`config.mk`:
```
export PLATFORM = sky130hd
export DESIGN_NAME = press_classifier
export DESIGN_NICKNAME = d
export VERILOG_FILES = /design/src/rtl/press_classifier.sv
export SDC_FILE = /design/constraint.sdc
export NUM_CORES = 1
export LEC_CHECK = 0
export ABC_AREA = 1
export CAP_MARGIN = 40
export CORE_MARGIN = 8
export CORE_UTILIZATION = 45
export DETAILED_ROUTE_END_ITERATION = 7
export GPL_ROUTABILITY_DRIVEN = 0
export HOLD_SLACK_MARGIN = 0.15
export PLACE_DENSITY = 0.61
export SYNTH_ARGS = -nofsm -noshare
export SYNTH_HDL_FRONTEND = slang
export SYNTH_SLANG_ARGS = --single-unit
```
`constraint.sdc`:
```
create_clock -name clk -period 1.82 [get_ports clk]
set_input_delay 0.182 -clock clk [delete_from_list [all_inputs] [get_ports clk]]
set_output_delay 0.182 -clock clk [all_outputs]
set_load 0.02 [all_outputs]
```
`src/rtl/press_classifier.sv`:
```
// press_classifier
//   Classifies push-button gestures from single-cycle rise/fall pulses into
//   short press, long press or double press. One shared counter times both the
//   hold (HELD1) and the release-to-press gap (GAP).
// Ports:
//   clk          system clock, rising edge
//   rst_n        asynchronous active-low reset
//   rise_in      one-cycle press pulse from the edge detector
//   fall_in      one-cycle release pulse from the edge detector
//   short_press  one-cycle pulse: single short press completed
//   long_press   one-cycle pulse: hold reached LONG_CYCLES
//   double_press one-cycle pulse: second press of a pair released
//   busy         gesture in progress (stays high through the closing pulse)
module press_classifier #(
  parameter int LONG_CYCLES       = 50_000_000,
  parameter int DOUBLE_GAP_CYCLES = 12_500_000,
  parameter int CNT_W             = 27
) (
  input  logic clk,
  input  logic rst_n,
  input  logic rise_in,
  input  logic fall_in,
  output logic short_press,
  output logic long_press,
  output logic double_press,
  output logic busy
);

  typedef enum logic [2:0] {IDLE, HELD1, GAP, HELD2, LONG_WAIT} state_t;

  localparam logic [CNT_W-1:0] LONG_TC = CNT_W'(LONG_CYCLES - 1);
  localparam logic [CNT_W-1:0] GAP_TC  = CNT_W'(DOUBLE_GAP_CYCLES - 1);

  state_t           state, state_nxt;
  logic [CNT_W-1:0] cnt;
  logic             short_nxt, long_nxt, double_nxt;
  logic             rise, fall;

  // Simultaneous rise and fall is not a meaningful edge: drop both.
  assign rise = rise_in & ~fall_in;
  assign fall = fall_in & ~rise_in;

  always_comb begin
    state_nxt  = state;
    short_nxt  = 1'b0;
    long_nxt   = 1'b0;
    double_nxt = 1'b0;
    case (state)
      IDLE:      if (rise) state_nxt = HELD1;
      HELD1: begin
        // Release beats a coincident terminal count.
        if (fall) state_nxt = GAP;
        else if (cnt == LONG_TC) begin
          long_nxt  = 1'b1;
          state_nxt = LONG_WAIT;
        end
      end
      GAP: begin
        // Second press beats a coincident terminal count.
        if (rise) state_nxt = HELD2;
        else if (cnt == GAP_TC) begin
          short_nxt = 1'b1;
          state_nxt = IDLE;
        end
      end
      HELD2: begin
        if (fall) begin
          double_nxt = 1'b1;
          state_nxt  = IDLE;
        end
      end
      LONG_WAIT: if (fall) state_nxt = IDLE;
      default:   state_nxt = IDLE;
    endcase
  end

  always_ff @(posedge clk or negedge rst_n) begin
    if (!rst_n) begin
      state        <= IDLE;
      cnt          <= '0;
      short_press  <= 1'b0;
      long_press   <= 1'b0;
      double_press <= 1'b0;
      busy         <= 1'b0;
    end else begin
      state        <= state_nxt;
      // Only HELD1 and GAP time anything; both leave at their terminal
      // value, so the counter cannot wrap.
      if (state_nxt != state)                cnt <= '0;
      else if (state == HELD1 || state == GAP) cnt <= cnt + 1'b1;
      else                                   cnt <= '0;
      short_press  <= short_nxt;
      long_press   <= long_nxt;
      double_press <= double_nxt;
      // busy covers the cycle of the closing short/double pulse as well.
      busy         <= (state_nxt != IDLE) | short_nxt | double_nxt;
    end
  end

endmodule

```
==> flow_metrics.env, run 1 <==
export IMPL_remaining_drc_errors=0
export IMPL_final_hold_viol_count=0
export IMPL_finalNetCount=307
export IMPL_vias=1738
export IMPL_place_ws_ns=-0.122
export IMPL_ys_flop_type="dfrtp_1"
export IMPL_dpl_hpwl_um=3340
export IMPL_die_h_um=82.9
export IMPL_final_cell_mix="nor2_1 (55), nand2_1 (52), inv_1 (41)"
export IMPL_cp_cell_sequence="nand2_1 > inv_1 > nand2_1 > nor3_4 > nand3_1 > nor2_1 > nand2_1 > xor2_1 > nor2_1"
export IMPL_dr_pass1_iters=5
export IMPL_start_util=0.466
export IMPL_yosys_area_top_type="dfrtp_1"
export IMPL_core_area_um2=4320
export IMPL_worst_pin_slew_ns=0.428
export IMPL_min_path_type="in -> async"
export IMPL_cp_required_ns=1.99
export IMPL_die_area_um2=6870
export IMPL_path_buf_inv=1
export IMPL_ys_types=22
export IMPL_seq_area_frac_synth=0.423
export IMPL_yosys_top_cells_area="dfrtp_1 (42%), nor2_1 (11%), nand2_1 (10%)"
export IMPL_clk_latency_ns=0.28
export IMPL_leakage_nw=1.04
export IMPL_drtIter0Drc=90
export IMPL_worst_path_dominant_cell_family="simple AND/OR/NAND/NOR gates"
export IMPL_synth_top_area_share=0.423
export IMPL_grt_ovfl_total=0
export IMPL_yosys_warnings=0
export IMPL_period_share=0.916
export IMPL_cellPowerDensity_nw_per_um2=863
export IMPL_fin_crit_ns=1.67
export IMPL_io_pins=8
export IMPL_htreeDepth=2
export IMPL_chipWidth_um=82.9
export IMPL_cts_hold_buf=0
export IMPL_clock_sinks=34
export IMPL_root_buffer="clkbuf_8"
export IMPL_area_growth_pct=19.1
export IMPL_syn_inst=274
export IMPL_drive_above_1_share=0.159
export IMPL_max_freq_mhz=600
export IMPL_layout_commonest_cell="nor2_1"
export IMPL_cts_buffers=5
export IMPL_antenna_found_initial=0
export IMPL_end_kind="flip-flop"
export IMPL_syn_mean_instance_area_um2=7.35
export IMPL_timing_setup_critical_path_class="reg -> reg"
export IMPL_port_buffers=7
export IMPL_crit_path_max_fanout=4
export IMPL_crit_path_frequent_cell="nand2_1"
export IMPL_cts_tree="yes"
export IMPL_num_fill_cells=413
export IMPL_start_kind="flip-flop"
export IMPL_setup_violations=0
export IMPL_cpPeakStageDelay_ns=0.36
export IMPL_critPathSlowestCell="dfrtp_1"
export IMPL_reg2reg_slack_ns=0.15
export IMPL_syn_nets=279
export IMPL_vias_per_cell=4.92
export IMPL_finalPower_mw=2.07
export IMPL_syn_area_um2=2010
export IMPL_ys_ff_latch=34
export IMPL_ant_nets=0
export IMPL_postRouteWirelength_um=4310
export IMPL_ir_drop_mv=0.779
export IMPL_wl_per_cell_um=12.2
export IMPL_r2r_start="cnt[4]"
export IMPL_n_antenna_cell=0
export IMPL_std_cell_rows=24
export IMPL_grt_pass1_vias=1728
export IMPL_rr_endpoint="cnt[17]"
export IMPL_fin_skew_ns=0.00596
export IMPL_setup_slack_ns=0.152
export IMPL_synthArstFlopShare=1.00
export IMPL_grt_max_degree=35
export IMPL_r2r_cells=9
export IMPL_critPathArrivalTime_ns=1.84
export IMPL_slew_viol_final=0
export IMPL_drv_cap=0
export IMPL_slew_headroom=0.714
export IMPL_grt_use_total=0.129
export IMPL_status="finished, final reports clean"
export IMPL_clkTransAtPathRegs_ns=0.07
export IMPL_grt_pass1_wl_um=7440
export IMPL_clockBufferDepth=2
export IMPL_synth_edff_count=0
==> Yosys cell counts (2+ instances only) <==
master,instances
nand2_1,55
xor2_1,17
nor2_1,57
o21ai_0,6
nand4_1,10
nor2_2,5
nand3_1,14
xnor2_1,3
buf_6,2
dfrtp_1,34
inv_1,42
nor3_2,3
nor4_1,3
nand2_2,3
nor3_1,13
==> kinds of logic after synthesis <==
family | Yosys count | share of synthesized area
AND/OR/NAND/NOR | 167 | 0.374
adder cells (fa/ha/maj) | 1 | 0.00621
AO/OA/AOI/OAI | 8 | 0.0205
flip-flops | 34 | 0.423
buffers and inverters | 44 | 0.0895
XOR/XNOR | 20 | 0.0870
==> worst max-delay path by stage <==
stage	from	to	slack, ns	depth (start not counted)
floorplan	cnt[0]	cnt[14]	0.16	11
global placement	fall_in	cnt[13]	-0.07	12
detailed placement	fall_in	cnt[13]	-0.12	12
CTS	cnt[1]	cnt[13]	0.05	13
global route	cnt[4]	cnt[23]	-0.03	9
finish	cnt[4]	cnt[17]	0.15	9
==> layer usage <==
layer / global-route usage / up-vias / share of wire
met5: 0 / - / 0
met4: 0.0575 / 0 / 0.014
met3: 0.0332 / 7 / 0.033
met2: 0.215 / 26 / 0.49
met1: 0.152 / 798 / 0.46
li1: - / 907 / -
==> power breakdown <==
group	switching (mW)	leakage (nW)	internal [mW]	total, mW
combinational	0.381	0.534	0.306	0.687
clock	0.250	0.0431	0.292	0.542
sequential	0.0396	0.464	0.802	0.841
total	0.671	1.04	1.40	2.07
==> per-stage QoR <==
| stage | utilization | setup TNS, ns | hold slack [ns] | cell area, µm² | std cells |
|---|---|---|---|---|---|
| 2_1_floorplan | - | 0 | -0.114 | 2010 | 274 |
| 3_3_place_gp | 0.523 | -0.926 | 0.520 | 2260 | 346 |
| 3_5_place_dp | 0.523 | -2.65 | 0.525 | 2260 | 346 |
| 4_1_cts | 0.543 | 0 | 0.325 | 2350 | 352 |
| 5_1_grt | 0.555 | -0.135 | 0.364 | 2400 | 353 |
| 6_report | 0.555 | 0 | 0.317 | 2400 | 353 |
==> timing repair <==
item | CTS | global route
setup buffers | 0 | 1
gates resized for setup | 0 | 14
endpoints found under the setup margin | 0 | 28
==> flip-flops by register name (all words and copies together) (netlist names) <==
signal / cells
busy: 1
cnt: 27
double_press: 1
short_press: 1
long_press: 1
state: 3
==> area by class of cell <==
type | count | area [µm²] | area share
Timing Repair Buffer | 23 | 215 | 0.0897
Sequential cell | 34 | 853 | 0.356
Clock buffer | 6 | 82.6 | 0.0344
Multi-Input combinational cell | 196 | 1020 | 0.427
Tap cell | 52 | 65.1 | 0.0271
Inverter | 42 | 158 | 0.0657
Power figures use the tool's default switching activity.
==> run 2, diff against run 1 <==
--- a/config.mk
+++ b/config.mk
@@ -8,11 +8,11 @@
 export ABC_AREA = 1
 export CAP_MARGIN = 40
 export CORE_MARGIN = 8
-export CORE_UTILIZATION = 45
+export CORE_UTILIZATION = 40
 export DETAILED_ROUTE_END_ITERATION = 7
 export GPL_ROUTABILITY_DRIVEN = 0
 export HOLD_SLACK_MARGIN = 0.15
-export PLACE_DENSITY = 0.61
+export PLACE_DENSITY = 0.55
 export SYNTH_ARGS = -nofsm -noshare
 export SYNTH_HDL_FRONTEND = slang
 export SYNTH_SLANG_ARGS = --single-unit
==> flow_metrics.env, run 2 (synthesis results as in run 1) <==
export IMPL_status="finished, final reports clean"
export IMPL_leakage_nw=1.08
export IMPL_busiest_layer="met2"
export IMPL_slew_headroom=0.701
export IMPL_postPlaceCellArea_um2=2320
export IMPL_num_fill_cells=510
export IMPL_htreeDepth=2
export IMPL_fin_util=0.499
export IMPL_top_regs="cnt x27, state x3"
export IMPL_swShare=0.344
export IMPL_cts_buffers=5
export IMPL_start_kind="flip-flop"
export IMPL_largest_register="cnt"
export IMPL_dpl_hpwl_um=3470
export IMPL_multiInputGateArea_um2=1040
export IMPL_p_int_mw=1.39
export IMPL_antenna_found_initial=0
export IMPL_chipWidth_um=86.9
export IMPL_combinationalPowerShare=0.353
export IMPL_period_share=0.940
export IMPL_fin_crit_ns=1.71
export IMPL_die_h_um=86.9
export IMPL_area_growth_pct=23.5
export IMPL_gr_usage_met2=0.230
export IMPL_worst_pin_slew_ns=0.449
export IMPL_reg2reg_slack_ns=0.11
export IMPL_final_cell_mix="nor2_1 (53), nand2_1 (52), inv_1 (41)"
export IMPL_grt_pass1_vias=1746
export IMPL_cellPowerDensity_nw_per_um2=850
export IMPL_drive_above_1_share=0.174
export IMPL_timing_setup_critical_path_class="reg -> reg"
export IMPL_postRouteWirelength_um=4660
export IMPL_crit_path_max_fanout=14
export IMPL_die_area_um2=7560
export IMPL_grt_ovfl_total=0
export IMPL_grt_max_degree=35
export IMPL_r2r_start="cnt[9]"
export IMPL_ir_drop_mv=0.557
export IMPL_vias_per_cell=4.71
export IMPL_cp_required_ns=2.00
export IMPL_wl_per_cell_um=12.3
export IMPL_clockBufferDepth=2
export IMPL_slew_viol_final=0
export IMPL_io_pins=8
export IMPL_core_area_um2=4980
export IMPL_std_cell_rows=26
export IMPL_min_path_type="in -> async"
export IMPL_rr_endpoint="cnt[2]"
export IMPL_port_buffers=7
export IMPL_grt_pass1_wl_um=8000
export IMPL_end_kind="flip-flop"
export IMPL_p_clk_frac=0.253
export IMPL_finalInstanceArea_um2=2490
export IMPL_dr_pass1_iters=4
export IMPL_grt_use_total=0.136
export IMPL_largest_register_ffs=27
export IMPL_place_ws_ns=-0.0960
export IMPL_setup_slack_ns=0.109
export IMPL_clk_latency_ns=0.29
export IMPL_clock_sinks=34
export IMPL_ant_nets=0
export IMPL_vias=1788
export IMPL_final_hold_viol_count=0
export IMPL_max_freq_mhz=585
export IMPL_start_util=0.404
export IMPL_root_buffer="clkbuf_8"
export IMPL_clkTransAtPathRegs_ns=0.07
export IMPL_seqPwrFrac=0.394
export IMPL_drtIter0Drc=64
export IMPL_fin_skew_ns=0.00602
export IMPL_drv_cap=0
export IMPL_grtUsageMet3=0.0340
export IMPL_seq_area_um2=851
export IMPL_switching_power_uw=726
export IMPL_finalNetCount=315
export IMPL_rsz0062_at_grt="yes"
export IMPL_r2r_cells=13
export IMPL_use_met1=0.164
export IMPL_cts_tree="yes"
export IMPL_layout_commonest_cell="nor2_1"
export IMPL_finalPower_mw=2.11
export IMPL_critPathArrivalTime_ns=1.89
export IMPL_n_antenna_cell=0
export IMPL_setup_violations=0
export IMPL_crit_start="cnt[9]"
export IMPL_remaining_drc_errors=0
-- run 2: timing repair --
item	CTS	global route
setup endpoints to repair	0	28
gates resized for setup	0	15
buffers inserted	0	5
hold buffers	0	0
-- run 2: critical path, stage by stage, from the launching register on --
cell and delay, ns:
dfrtp_1 0.40, inv_1 0.10, nand2_1 0.07, nor2_1 0.16
nand2_2 0.10, nor2_4 0.12, nand2_2 0.07, nand2_1 0.08
nand3_1 0.09, nand2_2 0.09, nor2_4 0.04, nand2_4 0.07
buf_12 0.14, nor2_1 0.05
-- run 2: cell type report --
cell class                      instances  share of cell area
Multi-Input combinational cell        196               0.418
Sequential cell                        34               0.342
Timing Repair Buffer                   31               0.111
Inverter                               42              0.0634
Tap cell                               70              0.0352
Clock buffer                            7              0.0307
-- run 2: stage by stage --
stage | setup TNS (ns) | hold WS, ns | instances
after floorplan | 0 | -0.114 | 274
after global placement | -0.375 | 0.513 | 368
after detailed placement | -2.08 | 0.530 | 368
after CTS | 0 | 0.315 | 375
after global routing | -0.134 | 0.347 | 380
final | 0 | 0.290 | 380
-- run 2: how the worst max path moves through the flow --
stage,to,slack (ns),depth (start not counted)
3_3_place_gp,cnt[17],-0.02,12
3_5_place_dp,cnt[4],-0.1,12
2_1_floorplan,cnt[14],0.16,11
6_report,cnt[2],0.11,13
4_1_cts,cnt[4],0.007,13
5_1_grt,cnt[17],-0.03,9
-- run 2: layer usage --
| metal | wire, µm | part of all wire | vias up |
|---|---|---|---|
| li1 | - | - | 923 |
| met1 | 2180 | 0.47 | 834 |
| met2 | 2280 | 0.49 | 23 |
| met3 | 126 | 0.027 | 8 |
| met4 | 76 | 0.016 | 0 |
| met5 | 0 | 0 | - |
-- run 2: power groups by stage --
stage / clock network [mW] / logic, mW / registers (mW)
finish: 0.536 / 0.745 / 0.832
detailed placement: 0 / 0.741 / 0.842
global placement: 0 / 0.744 / 0.842
floorplan: 0 / 0.444 / 0.864
global route: 0.587 / 0.805 / 0.837
CTS: 0.549 / 0.743 / 0.827
